<file path="config.mk">
export PLATFORM = sky130hd
export DESIGN_NAME = io_input_conditioner
export DESIGN_NICKNAME = d
export VERILOG_FILES = /design/src/rtl/io_input_conditioner.sv
export SDC_FILE = /design/constraint.sdc
export NUM_CORES = 1
export LEC_CHECK = 0
export ABC_AREA = 1
export CORE_MARGIN = 4
export CORE_UTILIZATION = 40
export CTS_CLUSTER_SIZE = 28
export DETAILED_ROUTE_END_ITERATION = 10
export SETUP_SLACK_MARGIN = 0.2
export SYNTH_ARGS = -nofsm -noshare
export SYNTH_HDL_FRONTEND = slang
export SYNTH_SLANG_ARGS = --single-unit
</file>
<file path="constraint.sdc">
create_clock -name clock -period 2.4 [get_ports clock]
set_clock_uncertainty 0.15 [all_clocks]
set_input_delay 0.6 -clock clock [delete_from_list [all_inputs] [get_ports clock]]
set_output_delay 0.6 -clock clock [all_outputs]
set_load 0.02 [all_outputs]
</file>
<file path="src/rtl/io_input_conditioner.sv">
// io_input_conditioner
// Conditions the board push-buttons and slide-switches for the core:
// two-flop synchronization, key polarity normalization (1 = pressed) and an
// independent per-bit debouncer. Only the debounced stable registers drive
// io_input_bus. input_changed is a registered pulse for any stable-bit update.
module io_input_conditioner #(
  parameter int unsigned DEBOUNCE_CYCLES = 500000,
  parameter bit          KEY_ACTIVE_LOW  = 1'b1
) (
  input  logic        clock,
  input  logic        reset,
  input  logic [3:0]  raw_key,
  input  logic [9:0]  raw_sw,
  output logic [13:0] io_input_bus,
  output logic        input_changed
);

  localparam int NB    = 14;
  localparam int CNT_W = $clog2(DEBOUNCE_CYCLES) + 1;

  // Counter value on the final mismatch edge that accepts the new level.
  localparam logic [CNT_W-1:0] TERM = CNT_W'(DEBOUNCE_CYCLES - 1);

  // Key bits are inverted after synchronization when the pins read 0 = pressed.
  localparam logic [3:0]    KEY_INV   = KEY_ACTIVE_LOW ? 4'hF : 4'h0;

  // Synchronizers reset to the released pin level so that leaving reset never
  // looks like a press: keys idle high when active-low, switches idle low.
  localparam logic [NB-1:0] SYNC_IDLE = {KEY_INV, 10'b0};

  // Saturating increment; the accept logic normally clears before the top.
  function automatic logic [CNT_W-1:0] sat_inc(input logic [CNT_W-1:0] v);
    return (v == {CNT_W{1'b1}}) ? v : v + 1'b1;
  endfunction

  logic [NB-1:0]    raw_bus;
  logic [NB-1:0]    sync_p0;
  logic [NB-1:0]    sync_p1;
  logic [NB-1:0]    cond_p1;
  logic [NB-1:0]    stable;
  logic [NB-1:0]    differ;
  logic [NB-1:0]    load;
  logic [CNT_W-1:0] cnt [NB];

  assign raw_bus = {raw_key, raw_sw};

  // Two-flop synchronizer on every raw pin (stage p0 is the metastability catcher).
  always_ff @(posedge clock or negedge reset) begin
    if (!reset) begin
      sync_p0 <= SYNC_IDLE;
      sync_p1 <= SYNC_IDLE;
    end else begin
      sync_p0 <= raw_bus;
      sync_p1 <= sync_p0;
    end
  end

  // Polarity normalization and per-bit mismatch / accept decision.
  always_comb begin
    cond_p1 = {sync_p1[13:10] ^ KEY_INV, sync_p1[9:0]};
    differ  = cond_p1 ^ stable;
    load    = '0;
    for (int b = 0; b < NB; b++) begin
      load[b] = differ[b] && (cnt[b] == TERM);
    end
  end

  // Per-bit debounce counters: cleared on match or on accept, counting otherwise.
  always_ff @(posedge clock or negedge reset) begin
    if (!reset) begin
      for (int b = 0; b < NB; b++) begin
        cnt[b] <= '0;
      end
    end else begin
      for (int b = 0; b < NB; b++) begin
        if (!differ[b] || load[b]) begin
          cnt[b] <= '0;
        end else begin
          cnt[b] <= sat_inc(cnt[b]);
        end
      end
    end
  end

  // Stable registers take the synchronized level on accept; one pulse per update edge.
  always_ff @(posedge clock or negedge reset) begin
    if (!reset) begin
      stable        <= '0;
      input_changed <= 1'b0;
    end else begin
      stable        <= stable ^ load;
      input_changed <= |load;
    end
  end

  assign io_input_bus = stable;

endmodule

</file>
# --- Word-level counts from Yosys, hierarchy flattened ---
# Index checks and enable logic that the tools add are counted.
word_totals:
  input_bits: 16
  register_bits: 323
  elab_cells: 148
classes:
  n_mux: 28
  n_bitwise: 3
  reduce_logical: 43
  n_addsub: 14
  eq_ne: 42
op_table:
  columns: ["operator", "n"]
  rows:
  - ["two-way mux 20 bit", 28]
  - ["adder 20 x 1 -> 20 bit, second input constant", 14]
  - ["== test 20 x 19 -> 1 bit, second input constant", 14]
  - ["== test 20 bit, second input constant", 14]
  - ["!= test 2 bit, second input constant", 14]
  - ["bitwise XOR 14 bit", 2]
  - ["logical AND 1 bit", 14]
  - ["zero test 1 bit", 14]
  - ["logical OR 1 bit", 14]
  - ["OR reduction 14 bit", 1]
  - ["NOT 4 bit", 1]

# --- Depth between registers and ports, before layout ---
# Gate-level depths: netlist of the first run.
logic_depth:
  depth_word: 5
  ltp_mapped: 12
  depth_no_buf: 12

# --- Worst setup path before layout of the first run ---
# Ideal clock, no wire load.
synth_path:
  path_type: "flip-flop to flip-flop"
  from: "register cnt[80] (netlist name)"
  to: "register cnt[96] (netlist name)"
  t_required_ps: 2122
  path_buffers: 0
  arrival_time_ps: 1507
  path_slack_ps: 615
  stages_incl_launch_ff: 9
  cell_sequence: "dfrtp_1 ha_1 nand3_1 nor3_1 nand3_1 nand2_1 inv_1 nand3_2 o21ai_0"
synth_between:
  elab_chain_len: 4
synth_rtl:
  columns: ["element", "line", "text"]
  rows:
  - ["start: declaration", "43", "logic [CNT_W-1:0] cnt [NB];"]
  - ["start signal: indexed assignment", "79", "cnt[b] <= sat_inc(cnt[b]);"]
  - ["parallel branches: the longest is 4 deep, another holds adder 20 x 1 -> 20 bit", null, null]
# Several ways; the timed one is not identified. The select of a mux whose other input is x is not followed.
# A chain may end at the register's enable or synchronous reset.

# --- Worst setup path in the final report of the first run ---
layout_path:
  from: "register stable[12] (netlist: io_input_bus[12])"
  to: "output port io_input_bus[12]"
layout_lines:
  columns: ["element", "line", "text"]
  rows:
  - ["start: declaration", "40", "logic [NB-1:0] stable;"]
  - ["start signal: assignment", "91", "stable <= stable ^ load;"]
  - ["end: declaration", "14", "output logic [13:0] io_input_bus,"]
# No word-level cell between the ends.

==> results.sh, run 1 <==
export IMPL_run_status="finished clean"
export IMPL_start_kind="register"
export IMPL_relSlewSlack_pct=62.3
export IMPL_cts_buffers=39
export IMPL_min_path_cells=0
export IMPL_ys_types=46
export IMPL_netlist_area_leader_share_pct=42.4
export IMPL_initial_core_util_pct=40.7
export IMPL_grt_setup_unrepaired="false"
export IMPL_coreArea_mm2=0.0457
export IMPL_ys_ff_latch=323
export IMPL_critPathRequiredTime_ns=1.65
export IMPL_grt_pass1_vias=15800
export IMPL_yosys_area_top_type="dfrtp_1"
export IMPL_async_reset_ff_share_pct=100
export IMPL_grt_max_degree=63
export IMPL_antenna_found_initial=0
export IMPL_yosys_cell_count_top_type="nand2_1"
export IMPL_ff2ff_setup_slack_ns=0.33
export IMPL_synth_area_leaders="dfrtp_1 (42%), nand2_1 (11%), nor2_1 (6.8%), inv_1 (6.2%), xor2_1 (5.4%)"
export IMPL_min_from="sync_p0[6]"
export IMPL_syn_inst=2483
export IMPL_pwr_share_comb_pct=3.6
export IMPL_globalplace_congestion=0.929
export IMPL_end_kind="primary output"
export IMPL_die_area_mm2=0.0500
export IMPL_r2r_end="cnt[135]"
export IMPL_wirelength_mm=44.0
export IMPL_diodes=0
export IMPL_synth_top_flop_cell="dfrtp_1"
export IMPL_grt_util_met2_pct=28.2
export IMPL_r2r_cells=9
export IMPL_cp_top_family="buffers and inverters"
export IMPL_whs_endpoint="sync_p1[6]"
export IMPL_grt_busiest_layer="met2"
export IMPL_path_clk_slew_ns=0.06
export IMPL_syn2layout_area_growth_pct=14.4
export IMPL_synth_warnings=0
export IMPL_tightest_slew_ns=0.561
export IMPL_clkPwrFrac_pct=50.9
export IMPL_ys_seq_area_share_pct=43.5
export IMPL_cp_slowest_cell="dlygate4sd2_1"
export IMPL_synth_cell_area_mm2=0.0186
export IMPL_firstDrtPassIters=8
export IMPL_p_seq_share_pct=45.4
export IMPL_synthTopCellsByCount="nand2_1 (562), nor2_1 (336), dfrtp_1 (315)"
export IMPL_clk_latency_ns=0.56
export IMPL_fin_crit_sh_pct=88.6
export IMPL_grt_pass1_wl_mm=75.1
export IMPL_die_w_um=224
export IMPL_row_count=78
export IMPL_cts_tree="yes"
export IMPL_clk_path_buf_depth=3
export IMPL_tns_ns=0
export IMPL_arrival_ns=1.38
export IMPL_grt_use_met1_pct=24.2
export IMPL_grt_ovfl_total=0
export IMPL_max_stage_delay_ns=0.42
export IMPL_drc=0
export IMPL_via_count=16300
export IMPL_routed_via_density=5.10
export IMPL_synth_edf_count=0
export IMPL_clk_root_buffer_cell="clkbuf_16"
export IMPL_leakagePower_nw=9.09
export IMPL_finalMaxSlewViolations=0
export IMPL_min_path_type="reg -> reg"
export IMPL_swShare_pct=22.4
export IMPL_numPortBuffers=30
export IMPL_powerDensity_mw_per_mm2=581
export IMPL_max_freq_mhz=470
export IMPL_crit_chain="dlygate4sd2_1"
export IMPL_path_class="reg -> out"
export IMPL_maxCapViolCount=0
export IMPL_syn_area_per_cell_um2=7.49
export IMPL_cts_sinks=323
export IMPL_reg2reg_from="cnt[131]"
export IMPL_num_nets_final=2595
export IMPL_synthesis_nets=2513
export IMPL_boundaryPins=31
export IMPL_routedWlPerCell_um=13.8
export IMPL_dp_hpwl_mm=32.0
export IMPL_grtUsageMet3_pct=2.56
export IMPL_hold_ws_ns=0.191
export IMPL_drive_gt1_share_pct=9.75
export IMPL_hold_viol=0
export IMPL_antenna_left=0
export IMPL_switching_power_mw=2.77
export IMPL_finalSetupViolCount=0
export IMPL_irDropWorstVdd_v=0.000355
export IMPL_path_max_fanout=3
export IMPL_htreeDepth=2
export IMPL_fin_crit_ns=2.13
export IMPL_grt_use_total_pct=17.4
export IMPL_dieHeight_um=224
export IMPL_path_buf_inv=1
export IMPL_first_iter_violations=1052
export IMPL_p_int_mw=9.59
==> cells in the final DEF, fill, tap and decap left out, types with 6 or more instances in the layout <==
| cell type | synthesis | final |
|---|---|---|
| inv_2 | 19 | 19 |
| dfrtp_1 | 315 | 313 |
| nand3b_1 | 6 | 6 |
| nor3_2 | 19 | 20 |
| xnor2_1 | 21 | 21 |
| ha_2 | 0 | 7 |
| nor3_1 | 98 | 97 |
| o21ai_0 | 84 | 84 |
| nor2_2 | 20 | 20 |
| clkbuf_16 | 0 | 41 |
| clkbuf_8 | 0 | 8 |
| nand3_1 | 170 | 169 |
| a21oi_1 | 159 | 159 |
| nand3_2 | 13 | 12 |
| o21ai_1 | 12 | 12 |
| ha_1 | 14 | 7 |
| dlygate4sd2_1 | 0 | 15 |
| dfstp_2 | 8 | 8 |
| a31oi_1 | 24 | 24 |
| nand2_1 | 562 | 560 |
| clkdlybuf4s50_1 | 0 | 14 |
| xor2_1 | 115 | 115 |
| buf_12 | 0 | 6 |
| clkinv_2 | 0 | 8 |
| buf_4 | 1 | 29 |
| nand4_1 | 77 | 77 |
| nor2_4 | 8 | 9 |
| nor2_1 | 336 | 335 |
| nand2_2 | 24 | 25 |
| inv_1 | 309 | 307 |
| a21oi_2 | 6 | 6 |
==> through the flow <==
stage	utilization (%)	cell area [µm²]	std cells	power, mW	setup WS, ns
after floorplan	-	18600	2483	5.90	0.615
after CTS	46.4	21200	3190	12.6	0.218
after global placement	43.4	19800	3118	6.14	0.269
after global routing	46.6	21300	3195	12.9	0.202
final	46.6	21300	3195	12.4	0.273
after detailed placement	43.4	19800	3118	6.16	0.214
==> kinds of logic after synthesis <==
logic type      share of synthesized area [%]
simple gates                             32.8
fa+ha+maj                               0.941
buf+inv                                  7.49
xor+xnor                                 6.40
mux                                     0.121
flops                                    43.5
compound gates                           8.80
==> worst reg2reg max path: stages, from the launching register on <==
cell and delay (ns):
dfrtp_1 0.40, inv_1 0.15, nand2_1 0.07, nor2_1 0.12, nand2_1 0.08, nor2_1 0.15
nand2_1 0.13, nand2_2 0.16, clkinvlp_4 0.28, and3_1 0.27
==> how the worst max path moves through the flow <==
stage               depth (start not counted)             start          endpoint
CTS                                         8           cnt[80]           cnt[95]
global route                               11          cnt[180]          cnt[180]
floorplan                                   8           cnt[80]           cnt[96]
global placement                            8           cnt[80]           cnt[89]
finish                                      1  io_input_bus[12]  io_input_bus[12]
detailed placement                          8           cnt[80]           cnt[95]
==> state kept, by name, summed over array words and instances, names as in the netlist, named ones only <==
signal	cells
cnt	280
input_changed	1
io_input_bus	4
sync_p0	14
sync_p1	14
==> power by group through the flow <==
stage / sequential [mW] / clock [mW] / combinational (mW)
after floorplan: 5.69 / 0 / 0.215
after global placement: 5.71 / 0 / 0.440
after detailed placement: 5.71 / 0 / 0.449
after CTS: 5.61 / 6.51 / 0.451
after global routing: 5.62 / 6.73 / 0.519
final: 5.61 / 6.30 / 0.449
==> metal layers <==
metal	wire length [µm]	part of all wire, %
met5	0	0
met3	1980	4.5
met2	20100	46
met1	20900	48
met4	1030	2.3
==> layout make-up <==
type                       instances  area [µm²]
clock buffer                      54        1150
clock inverter                    17         220
fill                            4476       24400
inverter                         330        1250
multi-input combinational       1805        9180
sequential                       323        8100
tap                              600         751
timing repair buffer              66         634
==> what timing repair did <==
action	in CTS	in global routing
resized for setup	15	21
buffers inserted	0	5
endpoints found under the setup margin	15	62
hold endpoints to repair	27	0
hold buffers	1	0
Note: power is estimated with default switching activity, not from simulation.
==> run 2: changes to the inputs <==
--- a/config.mk
+++ b/config.mk
@@ -10,6 +10,8 @@
 export CORE_UTILIZATION = 40
 export CTS_CLUSTER_SIZE = 28
 export DETAILED_ROUTE_END_ITERATION = 10
+export DONT_BUFFER_PORTS = 1
+export MAX_ROUTING_LAYER = met4
 export SETUP_SLACK_MARGIN = 0.2
 export SYNTH_ARGS = -nofsm -noshare
 export SYNTH_HDL_FRONTEND = slang
==> run 2 against run 1 <==
The flow now finishes with violations (negative hold slack). Final cell count down 0.85%. Fmax up 0.82%. Setup slack better by 0.017 ns. Register-to-register slack worse by 0.04 ns. Die area unchanged. Worst hold slack worse by 0.59 ns. Core utilization down 0.83 points. Sequential share of layout area up 0.69 points. Via count down 1.5%. Routed wire length down 2.0%. Largest cell class unchanged. Largest power group unchanged.
==> results.sh, run 2 (same netlist as run 1, synthesis figures left out) <==
export IMPL_path_max_fanout=9
export IMPL_relSlewSlack_pct=33.8
export IMPL_layout_commonest_cell="nand2_1"
export IMPL_hold_viol=315
export IMPL_routed_via_density=5.07
export IMPL_cts_tree="yes"
export IMPL_dp_hpwl_mm=30.8
export IMPL_coreArea_mm2=0.0457
export IMPL_fill_cells=4499
export IMPL_grt_ovfl_total=0
export IMPL_grt_pass1_wl_mm=73.8
export IMPL_htreeDepth=2
export IMPL_boundaryPins=31
export IMPL_max_stage_delay_ns=0.40
export IMPL_drc=0
export IMPL_crit_chain="ha_1 > nand3_2 > nor2_1 > a21boi_2 > clkinvlp_4 > buf_4 > a31oi_1"
export IMPL_die_w_um=224
export IMPL_hold_ws_ns=-0.394
export IMPL_clk_path_buf_depth=3
export IMPL_finalMaxSlewViolations=0
export IMPL_run_status="finished with violations"
export IMPL_initial_core_util_pct=40.7
export IMPL_mostFrequentLayoutCells="nand2_1 (561), nor2_1 (334), dfrtp_1 (314)"
export IMPL_via_count=16000
export IMPL_antenna_found_initial=0
export IMPL_first_iter_violations=1045
export IMPL_max_freq_mhz=474
export IMPL_antenna_left=0
export IMPL_place_ws_ns=0.203
export IMPL_cts_hold_fix_buffers=14
export IMPL_globalplace_congestion=0.922
export IMPL_min_path_type="in -> async"
export IMPL_diodes=0
export IMPL_dpl_cell_count=3075
export IMPL_num_nets_final=2567
export IMPL_numPortBuffers=0
export IMPL_grt_use_total_pct=17.7
export IMPL_path_class="reg -> reg"
export IMPL_end_kind="register"
export IMPL_reg_top3="cnt: 280 flops, sync_p0: 14 flops, sync_p1: 14 flops"
export IMPL_arrival_ns=2.42
export IMPL_clk_root_buffer_cell="clkbuf_16"
export IMPL_path_clk_slew_ns=0.06
export IMPL_dieHeight_um=224
export IMPL_p_total_mw=11.9
export IMPL_cts_buffers=40
export IMPL_finalSetupViolCount=0
export IMPL_grt_setup_unrepaired="true"
export IMPL_fin_crit_ns=2.11
export IMPL_die_area_mm2=0.0500
export IMPL_fin_crit_sh_pct=87.9
export IMPL_start_kind="register"
export IMPL_grt_pass1_vias=15400
export IMPL_irDropWorstVdd_v=0.000531
export IMPL_multi_input_area_mm2=0.00918
export IMPL_critPathRequiredTime_ns=2.71
export IMPL_top_register="cnt"
export IMPL_cts_sinks=323
export IMPL_maxCapViolCount=0
export IMPL_powerDensity_mw_per_mm2=571
export IMPL_tns_ns=0
export IMPL_wirelength_mm=43.2
export IMPL_drive_gt1_share_pct=9.19
export IMPL_leakagePower_nw=8.87
export IMPL_instances_no_fill=3168
export IMPL_tightest_slew_ns=0.994
export IMPL_clk_latency_ns=0.55
export IMPL_row_count=78
export IMPL_firstDrtPassIters=6
export IMPL_grt_max_degree=324
export IMPL_routedWlPerCell_um=13.6
export IMPL_cp_slowest_cell="dfrtp_1"
export IMPL_largest_register_ff_count=280
export IMPL_setup_slack_ns=0.291
export IMPL_failed_checks="negative hold slack"
export IMPL_syn2layout_area_growth_pct=12.4
export IMPL_seq_area_mm2=0.00809
[run 2: timing repair]
action                                  CTS  global route
pin swaps                                 0             1
hold endpoints to repair                337           323
gates cloned                              0             0
resized for setup                         1            17
setup buffers                             0             6
endpoints found under the setup margin    1            54
[run 2: final timing paths]
path                       slack [ns]  cells past startpoint       start                          to
max in group asynchronous        1.68                      0       reset  asynchronous set/reset pin
setup reg to reg                 0.29                      7    cnt[260]                    cnt[278]
hold / removal                  -0.39                      0       reset                    cnt[263]
min in group clock               0.19                      0  sync_p0[0]                  sync_p1[0]
hold reg to reg                  0.19                      0  sync_p0[0]                  sync_p1[0]
setup / recovery                 0.29                      7    cnt[260]                    cnt[278]
[run 2: cell type report]
class | instances | share of cell area (%)
multi-input cells | 1805 | 43.9
flip-flops and latches | 323 | 38.7
inverters | 330 | 5.97
clock buffers | 57 | 5.63
well taps | 600 | 3.59
repair buffers | 37 | 1.50
clock inverters | 16 | 0.712
[run 2: through the flow]
step / utilization (%) / instance area, µm²
after detailed placement: 42.3 / 19300
after global routing: 45.8 / 20900
after global placement: 42.3 / 19300
after floorplan: - / 18600
after CTS: 45.5 / 20800
final: 45.8 / 20900
[run 2: power breakdown]
group | internal (mW) | switching [mW] | leakage [nW] | total, mW
Clock | 3.64 | 2.38 | 0.657 | 6.02
Combinational | 0.122 | 0.188 | 3.81 | 0.310
Sequential | 5.54 | 0.0777 | 4.40 | 5.61
Total | 9.30 | 2.65 | 8.87 | 11.9
[run 2: per-layer routing]
metal	GRT usage, %	vias to the layer above	share of wire (%)
met2	27.6	305	45
li1	-	8172	-
met1	24.2	7493	48
met3	2.65	76	4.0
met5	-	-	0
met4	5.19	0	2.4
[run 2: worst max-delay path, delay by kind of cell (launching register included)]
kind	cells	cell delay [ns]
flops	1	0.40
fa+ha+maj	1	0.28
simple gates	2	0.26
compound gates	2	0.56
buf+inv	2	0.36
